**src/rtl/rename_pkg.sv**
```systemverilog
// Shared types and helpers for the 3-wide rename stage and its physical-register free list.
package rename_pkg;

    localparam int NUM_LANES = 3;

    typedef enum logic {RUN, RECOVER} alloc_state_e;

    function automatic logic [1:0] popcount3(input logic [2:0] v);
        return {1'b0, v[0]} + {1'b0, v[1]} + {1'b0, v[2]};
    endfunction

    // Thermometer mask with the lowest n bits set.
    function automatic logic [2:0] low_mask3(input logic [1:0] n);
        case (n)
            2'd0:    return 3'b000;
            2'd1:    return 3'b001;
            2'd2:    return 3'b011;
            default: return 3'b111;
        endcase
    endfunction

endpackage

```
**src/rtl/phys_reg_alloc_ctrl.sv**
```systemverilog
// Rename-stage controller for the physical-register free list: all-or-nothing tag grants,
// retire returns, in-flight tracking and flush replay of squashed tags.
module phys_reg_alloc_ctrl
    import rename_pkg::*;
#(
    parameter int BUFFER_DEPTH = 32,
    parameter int ADDR_WIDTH   = $clog2(BUFFER_DEPTH)
) (
    input  logic                               clk,
    input  logic                               rst_n,
    input  logic [NUM_LANES-1:0]               lane_req_i,
    input  logic                               rename_hold_i,
    output logic [NUM_LANES-1:0]               lane_grant_o,
    output logic [NUM_LANES-1:0][ADDR_WIDTH:0] lane_tag_o,
    output logic                               alloc_stall_o,
    input  logic [NUM_LANES-1:0]               retire_dest_i,
    input  logic                               flush_i,
    output logic                               recover_busy_o,
    output logic [NUM_LANES-1:0]               fl_read_en_o,
    input  logic [NUM_LANES-1:0][ADDR_WIDTH:0] fl_read_data_i,
    input  logic [NUM_LANES-1:0]               fl_read_valid_i,
    output logic [NUM_LANES-1:0]               fl_write_en_o,
    input  logic [ADDR_WIDTH:0]                fl_count_i,
    input  logic                               fl_full_i
);
    localparam int CW = ADDR_WIDTH + 1;

    alloc_state_e    state_q, state_d;
    logic [CW-1:0]   inflight_q, inflight_d;
    logic [CW-1:0]   recover_q, recover_d;
    logic [1:0]      n_req;
    logic [1:0]      n_ret;
    logic [1:0]      n_grant;
    logic [1:0]      rank;
    logic [1:0]      k;
    logic            req_ok;

    assign recover_busy_o = (state_q == RECOVER);

    // Read ports are used compacted from port 0, so the k-th requesting lane takes read_data[k].
    always_comb begin
        state_d       = state_q;
        inflight_d    = inflight_q;
        recover_d     = recover_q;
        lane_grant_o  = '0;
        lane_tag_o    = '0;
        alloc_stall_o = 1'b0;
        fl_read_en_o  = '0;
        fl_write_en_o = '0;
        n_req         = popcount3(lane_req_i);
        n_ret         = popcount3(retire_dest_i);
        n_grant       = '0;
        rank          = '0;
        k             = '0;
        req_ok        = !flush_i && !rename_hold_i && (fl_count_i >= CW'(n_req));

        case (state_q)
            RUN: begin
                if (n_req != 2'd0) begin
                    if (req_ok) begin
                        n_grant      = n_req;
                        lane_grant_o = lane_req_i;
                        fl_read_en_o = low_mask3(n_req);
                        for (int i = 0; i < NUM_LANES; i++) begin
                            if (lane_req_i[i]) begin
                                lane_tag_o[i] = fl_read_data_i[rank];
                                rank          = rank + 2'd1;
                            end
                        end
                    end else begin
                        alloc_stall_o = 1'b1;
                    end
                end
                fl_write_en_o = fl_full_i ? '0 : retire_dest_i;
                if (flush_i) begin
                    recover_d  = inflight_q - CW'(n_ret);
                    inflight_d = '0;
                    if (recover_d != '0) begin
                        state_d = RECOVER;
                    end
                end else begin
                    inflight_d = inflight_q + CW'(n_grant) - CW'(n_ret);
                end
            end
            RECOVER: begin
                alloc_stall_o = (n_req != 2'd0);
                k             = (recover_q >= CW'(3)) ? 2'd3 : recover_q[1:0];
                fl_write_en_o = low_mask3(k);
                recover_d     = recover_q - CW'(k);
                if (recover_d == '0) begin
                    state_d = RUN;
                end
            end
            default: state_d = RUN;
        endcase

        if (!rst_n) begin
            lane_grant_o  = '0;
            lane_tag_o    = '0;
            fl_read_en_o  = '0;
            fl_write_en_o = '0;
        end
    end

    always_ff @(posedge clk or negedge rst_n) begin
        if (!rst_n) begin
            state_q    <= RUN;
            inflight_q <= '0;
            recover_q  <= '0;
        end else begin
            state_q    <= state_d;
            inflight_q <= inflight_d;
            recover_q  <= recover_d;
        end
    end

    a_read_valid: assert property (@(posedge clk) disable iff (!rst_n)
        (fl_read_en_o & ~fl_read_valid_i) == '0);
    a_no_write_full: assert property (@(posedge clk) disable iff (!rst_n)
        !(state_q == RUN && retire_dest_i != '0 && fl_full_i));
    a_recover_no_retire: assert property (@(posedge clk) disable iff (!rst_n)
        (state_q == RECOVER) |-> (retire_dest_i == '0));
    a_inflight_floor: assert property (@(posedge clk) disable iff (!rst_n)
        (state_q == RUN) |-> (int'(inflight_q) + int'(n_grant) >= int'(n_ret)));
    a_inflight_ceiling: assert property (@(posedge clk) disable iff (!rst_n)
        int'(inflight_d) <= BUFFER_DEPTH);

endmodule
```
**config.mk**
```make
export PLATFORM = sky130hd
export DESIGN_NAME = phys_reg_alloc_ctrl
export DESIGN_NICKNAME = d
export VERILOG_FILES = /design/src/rtl/rename_pkg.sv /design/src/rtl/phys_reg_alloc_ctrl.sv
export SDC_FILE = /design/constraint.sdc
export NUM_CORES = 1
export LEC_CHECK = 0
export ABC_AREA = 0
export ABC_CLOCK_PERIOD_IN_PS = 5800
export CAP_MARGIN = 0
export CORE_MARGIN = 2
export CORE_UTILIZATION = 47
export DETAILED_ROUTE_END_ITERATION = 7
export PLACE_DENSITY = 0.87
export SLEW_MARGIN = 0
export SYNTH_ARGS = -nofsm -noshare
export SYNTH_HDL_FRONTEND = slang
export SYNTH_SLANG_ARGS = --single-unit
export TNS_END_PERCENT = 30
```
**constraint.sdc**
```tcl
create_clock -name clk -period 5.8 [get_ports clk]
set_input_delay 0.58 -clock clk [delete_from_list [all_inputs] [get_ports clk]]
set_output_delay 0.58 -clock clk [all_outputs]
set_load 0.005 [all_outputs]
```
[After elaboration in Yosys (flattened, before gate mapping)]
Cells that the tools add are included.
Word-level totals
  register bits after elaboration: 13
  latch bits: 0
  RAM bits: 0
  bits in read-only memories: 0
  bits of input ports: 38
  output and inout port bits: 29
  memories: 0
Cells by class
  $add $sub $neg: 9
  multipliers: 0
  div/mod/pow operators: 0
  magnitude comparators: 4
  eq/ne operators: 5
  shift operators: 0
  mux-type cells: 46
  bitwise logic cells: 1
  reduce and logical (&&, ||, !) cells: 9
Operator list (number)
  2-to-1 mux 18 bit: 4
  2-to-1 mux 6 bit: 7
  2-to-1 mux 3 bit: 10
  binary-select mux 6 bit (select 2 bit): 2
  2-to-1 mux 2 bit: 11
  case mux 3 bit (3 select lines): 2
  subtractor 6 x 2 -> 6 bit: 3
  case mux 6 bit (2 select lines): 1
  adder 6 x 2 -> 6 bit: 1
  greater-or-equal comparator 6 x 2 -> 1 bit: 1
  greater-or-equal comparator 6 x 2 -> 1 bit (second input constant): 1
  zero test 6 bit: 1
  < comparator 2 x 3 -> 1 bit (second input constant): 2
  2-to-1 mux 1 bit: 6
  case mux 3 bit (2 select lines): 1
  nonzero test 6 bit: 1
  adder 1 x 1 -> 2 bit: 2
  adder 2 x 1 -> 2 bit: 2
  equality test 2 x 1 -> 1 bit (second input constant): 2
  equality test 2 bit (second input constant): 2
  zero test 2 bit: 2
  case mux 1 bit (2 select lines): 2
  adder 2 x 1 -> 2 bit (second input constant): 1
  logical AND 1 bit: 2
  4 further kinds: 5

[Longest topological paths before layout]
Gate-level depths: netlist of run 1.
  word-level depth: 19
  gate-level depth with buffers: 16
  mapped depth without buffers: 16

[Least setup slack after synthesis of run 1]
Ideal clock, no wire load.
  kind: in2reg
  start point: in lane_req_i[0]
  end point: reg inflight_q[5]
  library setup time: 0.138 ns
  data arrival time: 3.820 ns
  data required time: 5.662 ns
  slack: 1.841 ns
  stages: 12
  path buffers: 0
  cells stage by stage: fa_1 > ha_1 > o21ai_0 > a211oi_1 > and2_1 > fa_1 > ha_1 > a21o_1 > a2111oi_2 > xnor2_1 > mux2i_1 > o21ai_0
On the way
  cells in the longest elaborated chain, start to end: 10
  elaborated cells between the ends (all ways): 11
Ends and longest elaborated chain
  from (decl): RTL line phys_reg_alloc_ctrl.sv:11  | input logic [NUM_LANES-1:0] lane_req_i,
  adder 1 x 1 -> 2 bit (*): RTL line rename_pkg.sv:9  | return {1'b0, v[0]} + {1'b0, v[1]} + {1'b0, v[2]};
  adder 2 x 1 -> 2 bit (*): RTL line rename_pkg.sv:9
  greater-or-equal comparator 6 x 2 -> 1 bit: RTL line phys_reg_alloc_ctrl.sv:55  | req_ok = !flush_i && !rename_hold_i && (fl_count_i >= CW'(n_req));
  logical AND 1 bit: RTL line phys_reg_alloc_ctrl.sv:55
  2-to-1 mux 2 bit: RTL line phys_reg_alloc_ctrl.sv:60  | if (req_ok) begin
  2-to-1 mux 2 bit (*): RTL line phys_reg_alloc_ctrl.sv:59  | if (n_req != 2'd0) begin
  2-to-1 mux 2 bit (*): RTL line phys_reg_alloc_ctrl.sv:57  | case (state_q)
  adder 6 x 2 -> 6 bit (*): RTL line phys_reg_alloc_ctrl.sv:82  | inflight_d = inflight_q + CW'(n_grant) - CW'(n_ret);
  subtractor 6 x 2 -> 6 bit (*): RTL line phys_reg_alloc_ctrl.sv:82
  2-to-1 mux 6 bit (*): RTL line phys_reg_alloc_ctrl.sv:75  | if (flush_i) begin
  to (signal assigned): RTL line phys_reg_alloc_ctrl.sv:112  | inflight_q <= inflight_d;
  to (decl): RTL line phys_reg_alloc_ctrl.sv:29  | logic [CW-1:0] inflight_q, inflight_d;
Mark *: on every way between the ends. The rest lies on a longest branch, timed or not. The select of a mux whose other input is x is not followed.
A chain may end at the register's enable or synchronous reset.

[Final worst setup path of run 1]
Ends and elaborated chain as after synthesis.

==> out/results.ini, run 1 <==
[timing]
slew_viol_final=0
skew_ps=2.93
setup-violations-final=0
period_minus_slack_ps=4610
fmax_ghz=0.217
finalHoldViolCount=0
tns_ps=0
tightestPinTransition_ps=776
rsz0062_at_grt=false
maxSlewHeadroom=0.483
fin_crit_sh=0.794

[synthesis]
syn_nets=257
seq_area_frac_synth=0.200
synthArstFlopShare=1.00
syn_area_um2=1630
ys.flop_type=dfrtp_1
synth.avg_cell_area_um2=8.19
synth_seq_cells=13
ys_types=40
syn_inst=199
synth_edf_count=0
yosysWarnings=0

[clock_network]
htreeDepth=1
cts_tree=built
cts_setup_buffers=0
clk_latency_ps=280
cts-resized-gates=0
cts_made_buffers=3
cts-root-buf=clkbuf_4
cts_max_path_buffers=2
postCtsHoldBufs=0
cts_sinks=13
cts.clk_slew.worst_paths_ps=80

[pwr]
p_leak_nw=1.03
power_density_nw_per_um2=294
ir_drop_uv=216

[placed_design]
placed_cell_area_um2=2310
post-dp-hpwl_um=3450
port_buffers=63
gp_congestion=0.841

[routing]
met3_length_um=156
routedWlPerCell_um=13.9
routed.top_layer=met4
drt_wl_total_um=4270
drtAntennaViolNets=0
wl_met2_um=2090
vias=1585
wl_met1_um=1920
drt-initial-drc-count=68
route.detailed.drc=0
dr.pass1.iters=4
vias_per_cell=5.15

[status]
outcome=finished, final reports clean

[global_route]
first_global_vias=1608
antenna_found_initial=0
grt_max_degree=26
grt_usage=0.226
gr-total-overflow=0
grt_pass1_wl_um=7380

[floorplanning]
initial_core_util=0.489
die_area_um2=3960
die_x_um=62.9
ios=67
rows=21
core_area_um2=3340
fp.dieH_um=62.9

[critical_path]
worstSetupEndpointType=flip-flop
critical_path_class=primary input to flip-flop
r2r-start=recover_q[0]$_DFFE_PN0P_
worst-endpoint-arrival_ps=4750
worstPathMaxFanout=15
startpoint_type=primary input
startpoint=lane_req_i[0]
cp.required_ps=5940

[finish]
regArea_um2=325
fillers=264
fin_area_um2=2340
multiInputGateArea_um2=1230
syn_to_final_growth_pct=43.4
final_cell_mix=clkdlybuf4s50_1 (63), nor2_1 (29), mux2i_1 (16)
drive_gt1_frac=0.0496
final_common_cell=clkdlybuf4s50_1
nets=321
antenna-diode-count=0

[run]
maxCapViolations=0

[worst_hold_path]
hp-class=flip-flop to flip-flop
min-delay-start=recover_q[5]$_DFFE_PN0P_

==> metrics by stage <==
step,setup WS (ps),instances,hold WS (ps),power [mW],utilization
6_report,1190,308,546,0.687,0.700
5_1_grt,978,308,581,0.762,0.700
4_1_cts,1170,308,544,0.693,0.700
3_5_place_dp,867,304,524,0.631,0.693
3_3_place_gp,1030,304,510,0.614,0.693
2_1_floorplan,1840,199,284,0.510,-
==> metal layers <==
metal  global-route usage  vias up
met2                0.387       34
met4               0.0667        0
met1                0.290      729
met3               0.0378        8
met5                    0        -
li1                     -      814
==> path summary, 6_finish.rpt <==
check                                            endpoint  slack (ps)  cells past startpoint
worst max-delay path            inflight_q[5]$_DFFE_PN0N_        1190                     14
worst min-delay path             recover_q[5]$_DFFE_PN0P_         550                      1
worst max register to register   recover_busy_o$_DFF_PN0_        3160                      9
worst min register to register   recover_q[5]$_DFFE_PN0P_         550                      1
max in group asynchronous       inflight_q[2]$_DFFE_PN0N_        5010                      2
min in group asynchronous        recover_q[4]$_DFFE_PN0P_         610                      2
==> power breakdown <==
| part | switching [mW] | internal (mW) |
|---|---|---|
| Sequential | 0.0530 | 0.129 |
| Combinational | 0.216 | 0.230 |
| Clock | 0.0322 | 0.0267 |
==> cell type report <==
type,count,area share
Tap cell,46,0.0246
Sequential cell,13,0.139
Multi-Input combinational cell,165,0.525
Timing Repair Buffer,65,0.276
Clock buffer,4,0.0112
Inverter,15,0.0241
==> registers in the layout (all words and copies together) (netlist names) <==
| signal | count |
|---|---|
| inflight_q | 6 |
| recover_busy_o | 1 |
| recover_q | 6 |
==> synth_stat cells (all sizes together) (2+ instances only) <==
library cell / n / area (um^2)
a211oi: 2 / 15.0
clkbuf: 6 / 22.5
ha: 15 / 188
nand2: 13 / 63.8
a2111oi: 3 / 51.3
and2: 4 / 25.0
and3: 7 / 43.8
a21o: 3 / 22.5
o21ai: 14 / 73.8
a21oi: 12 / 60.1
xnor2: 9 / 78.8
o31ai: 2 / 15.0
or4: 3 / 26.3
nand2b: 4 / 25.0
dfrtp: 13 / 325
inv: 15 / 56.3
nor2b: 7 / 46.3
fa: 5 / 100
nor2: 30 / 120
mux2i: 16 / 160
nor3b: 4 / 30.0
nor3: 2 / 10.0
==> logic make-up after synthesis <==
| group | Yosys count | synth area share |
|---|---|---|
| and+or+nand+nor | 77 | 0.251 |
| xor gates and xnor gates | 10 | 0.0537 |
| AOI/OAI and AO/OA | 42 | 0.173 |
| buffers and inverters | 21 | 0.0483 |
| DFF | 13 | 0.200 |
| adders and majority gates | 20 | 0.177 |
| muxes | 16 | 0.0982 |
==> worst max-delay path, stage by stage <==
cell,delay (ps)
clkdlybuf4s50_1,390
buf_4,200
fa_1,650
ha_1,260
o21ai_0,380
a211oi_1,210
and2_1,230
fa_1,500
ha_1,320
a21o_1,190
a2111oi_2,360
xnor2_1,190
mux2i_1,200
o21ai_0,80
(Power assumes the default switching activity.)
==> run 2: changes to the inputs <==
--- a/config.mk
+++ b/config.mk
@@ -6,12 +6,12 @@
 export NUM_CORES = 1
 export LEC_CHECK = 0
 export ABC_AREA = 0
-export ABC_CLOCK_PERIOD_IN_PS = 5800
+export ABC_CLOCK_PERIOD_IN_PS = 4300
 export CAP_MARGIN = 0
 export CORE_MARGIN = 2
-export CORE_UTILIZATION = 47
+export CORE_UTILIZATION = 44
 export DETAILED_ROUTE_END_ITERATION = 7
-export PLACE_DENSITY = 0.87
+export PLACE_DENSITY = 0.82
 export SLEW_MARGIN = 0
 export SYNTH_ARGS = -nofsm -noshare
 export SYNTH_HDL_FRONTEND = slang
==> constraint.sdc (replaced) <==
create_clock -name clk -period 4.3 [get_ports clk]
set_input_delay 0.43 -clock clk [delete_from_list [all_inputs] [get_ports clk]]
set_output_delay 0.43 -clock clk [all_outputs]
set_load 0.005 [all_outputs]
==> run 2 against run 1 <==
Compared with the run above: design area rose by 3.5%; clock power rose by 90%; largest power group unchanged; core utilization fell by 3.0 points; critical endpoint unchanged.
==> out/results.ini, run 2 (same netlist as run 1, synthesis figures left out) <==
[timing]
tns_ps=0  ; unchanged
fmax_ghz=0.250
setup-violations-final=0  ; unchanged
tightestPinTransition_ps=753  ; -22.3 ps
skew_ps=1.68  ; -1.26 ps
finalHoldViolCount=0  ; unchanged
rsz0062_at_grt=false
fin_crit_sh=0.931
period_minus_slack_ps=4000
maxSlewHeadroom=0.498  ; +0.0149
slew_viol_final=0  ; unchanged

[routing]
routedWlPerCell_um=13.4  ; -3.4%
drt-initial-drc-count=56  ; -18%
routed.top_layer=met4
drtAntennaViolNets=0  ; unchanged
wl_met1_um=1890  ; -1.4%
dr.pass1.iters=4  ; unchanged
vias_per_cell=5.13  ; -0.27%
route.detailed.drc=0  ; unchanged
vias=1632  ; +3.0%
met3_length_um=159  ; +1.9%
wl_met2_um=2140  ; +2.3%
drt_wl_total_um=4260  ; -0.23%

[placed_design]
post-dp-hpwl_um=3410  ; -1.0%
placed_cell_area_um2=2370  ; +2.7%
gp_congestion=0.832  ; -1.0%
port_buffers=63  ; unchanged

[critical_path]
worstSetupEndpointType=flip-flop
worst-endpoint-arrival_ps=4130  ; -620 ps
startpoint_type=primary input
critical_path_class=primary input to flip-flop
worstPathMaxFanout=4  ; -11
cp.required_ps=4420  ; -1520 ps

[floorplanning]
ios=67  ; unchanged
fp.dieH_um=64.9  ; +3.1%
initial_core_util=0.452  ; -0.0364
rows=22  ; +4.8%
core_area_um2=3610  ; +8.1%
die_x_um=64.9  ; +3.1%
die_area_um2=4210  ; +6.4%

[run]
maxCapViolations=0  ; unchanged

[finish]
final_common_cell=clkdlybuf4s50_1
fin_area_um2=2420  ; +3.5%
syn_to_final_growth_pct=48.3
nets=329  ; +2.5%
final_cell_mix=clkdlybuf4s50_1 (63), nor2_1 (29), mux2i_1 (16)
regArea_um2=325  ; unchanged
antenna-diode-count=0  ; unchanged
drive_gt1_frac=0.0778  ; +0.0282
multiInputGateArea_um2=1230  ; unchanged
fillers=294  ; +11%

[global_route]
first_global_vias=1662  ; +3.4%
grt_pass1_wl_um=7070  ; -4.1%
antenna_found_initial=0  ; unchanged
grt_max_degree=26  ; unchanged
grt_usage=0.212  ; -0.0142
gr-total-overflow=0  ; unchanged

[status]
outcome=finished, final reports clean

[clock_network]
cts_sinks=13  ; unchanged
cts_made_buffers=3  ; unchanged
cts_tree=built
cts-root-buf=clkbuf_8
cts.clk_slew.worst_paths_ps=60  ; -20 ps
clk_latency_ps=240  ; -40 ps
cts-resized-gates=0  ; unchanged
postCtsHoldBufs=0  ; unchanged
cts_setup_buffers=0  ; unchanged
htreeDepth=1  ; unchanged
cts_max_path_buffers=2  ; unchanged

[pwr]
p_leak_nw=1.07  ; +4.5%
power_density_nw_per_um2=406  ; +38%
ir_drop_uv=210  ; -3.1%

[worst_hold_path]
hp-class=flip-flop to flip-flop

==> run 2: changes by cell type in the layout (fill, tap and decap cells not counted), sizes merged <==
cell,change
buf,+8
==> run 2: worst max-delay path, stage by stage <==
cell             delay, ps
clkdlybuf4s50_1        460
fa_1                   510
ha_1                   280
o21ai_0                110
a211oi_1               400
and2_1                 210
fa_1                   440
ha_1                   300
a21o_1                 180
a2111oi_2              350
xnor2_1                180
mux2i_1                190
o21ai_0                 80
==> run 2: area by class of cell <==
type	instances	share of cell area
multi-input cells	165	0.507
repair buffers	73	0.292
clock buffers	4	0.0186
well taps	48	0.0248
inverters	15	0.0233
flip-flops and latches	13	0.135
==> run 2: metrics by stage <==
step                 util  cells  setup WS, ps  hold slack (ps)  total power, mW
floorplan               -    199           491              134            0.688
global placement    0.658    314           102              510            0.850
detailed placement  0.658    314          44.9              513            0.868
CTS                 0.671    318           276              526            0.988
global route        0.671    318          55.8              566             1.09
finish              0.671    318           297              538            0.981
==> run 2: layer usage <==
metal,vias up,GRT usage
li1,833,-
met1,753,0.258
met2,37,0.380
met3,9,0.0382
met4,0,0.0585
met5,-,0
==> run 2: where the power goes <==
group / leakage, nW / internal (mW) / total (mW) / switching (mW)
clock: 0.0228 / 0.0656 / 0.112 / 0.0468
combinational: 0.894 / 0.328 / 0.625 / 0.296
sequential: 0.156 / 0.175 / 0.244 / 0.0692
total: 1.07 / 0.569 / 0.981 / 0.412
==> run 2: worst paths after layout <==
check | from | endpoint | slack (ps) | depth (start not counted)
max in group asynchronous | rst_n | inflight_q[3]$_DFFE_PN0N_ | 3520 | 2
worst max register to register | recover_q[0]$_DFFE_PN0P_ | recover_busy_o$_DFF_PN0_ | 1670 | 9
worst min-delay path | recover_q[5]$_DFFE_PN0P_ | recover_q[5]$_DFFE_PN0P_ | 540 | 1
worst min register to register | recover_q[5]$_DFFE_PN0P_ | recover_q[5]$_DFFE_PN0P_ | 540 | 1
worst max-delay path | lane_req_i[0] | inflight_q[5]$_DFFE_PN0N_ | 300 | 13
min in group asynchronous | rst_n | recover_q[4]$_DFFE_PN0P_ | 610 | 2
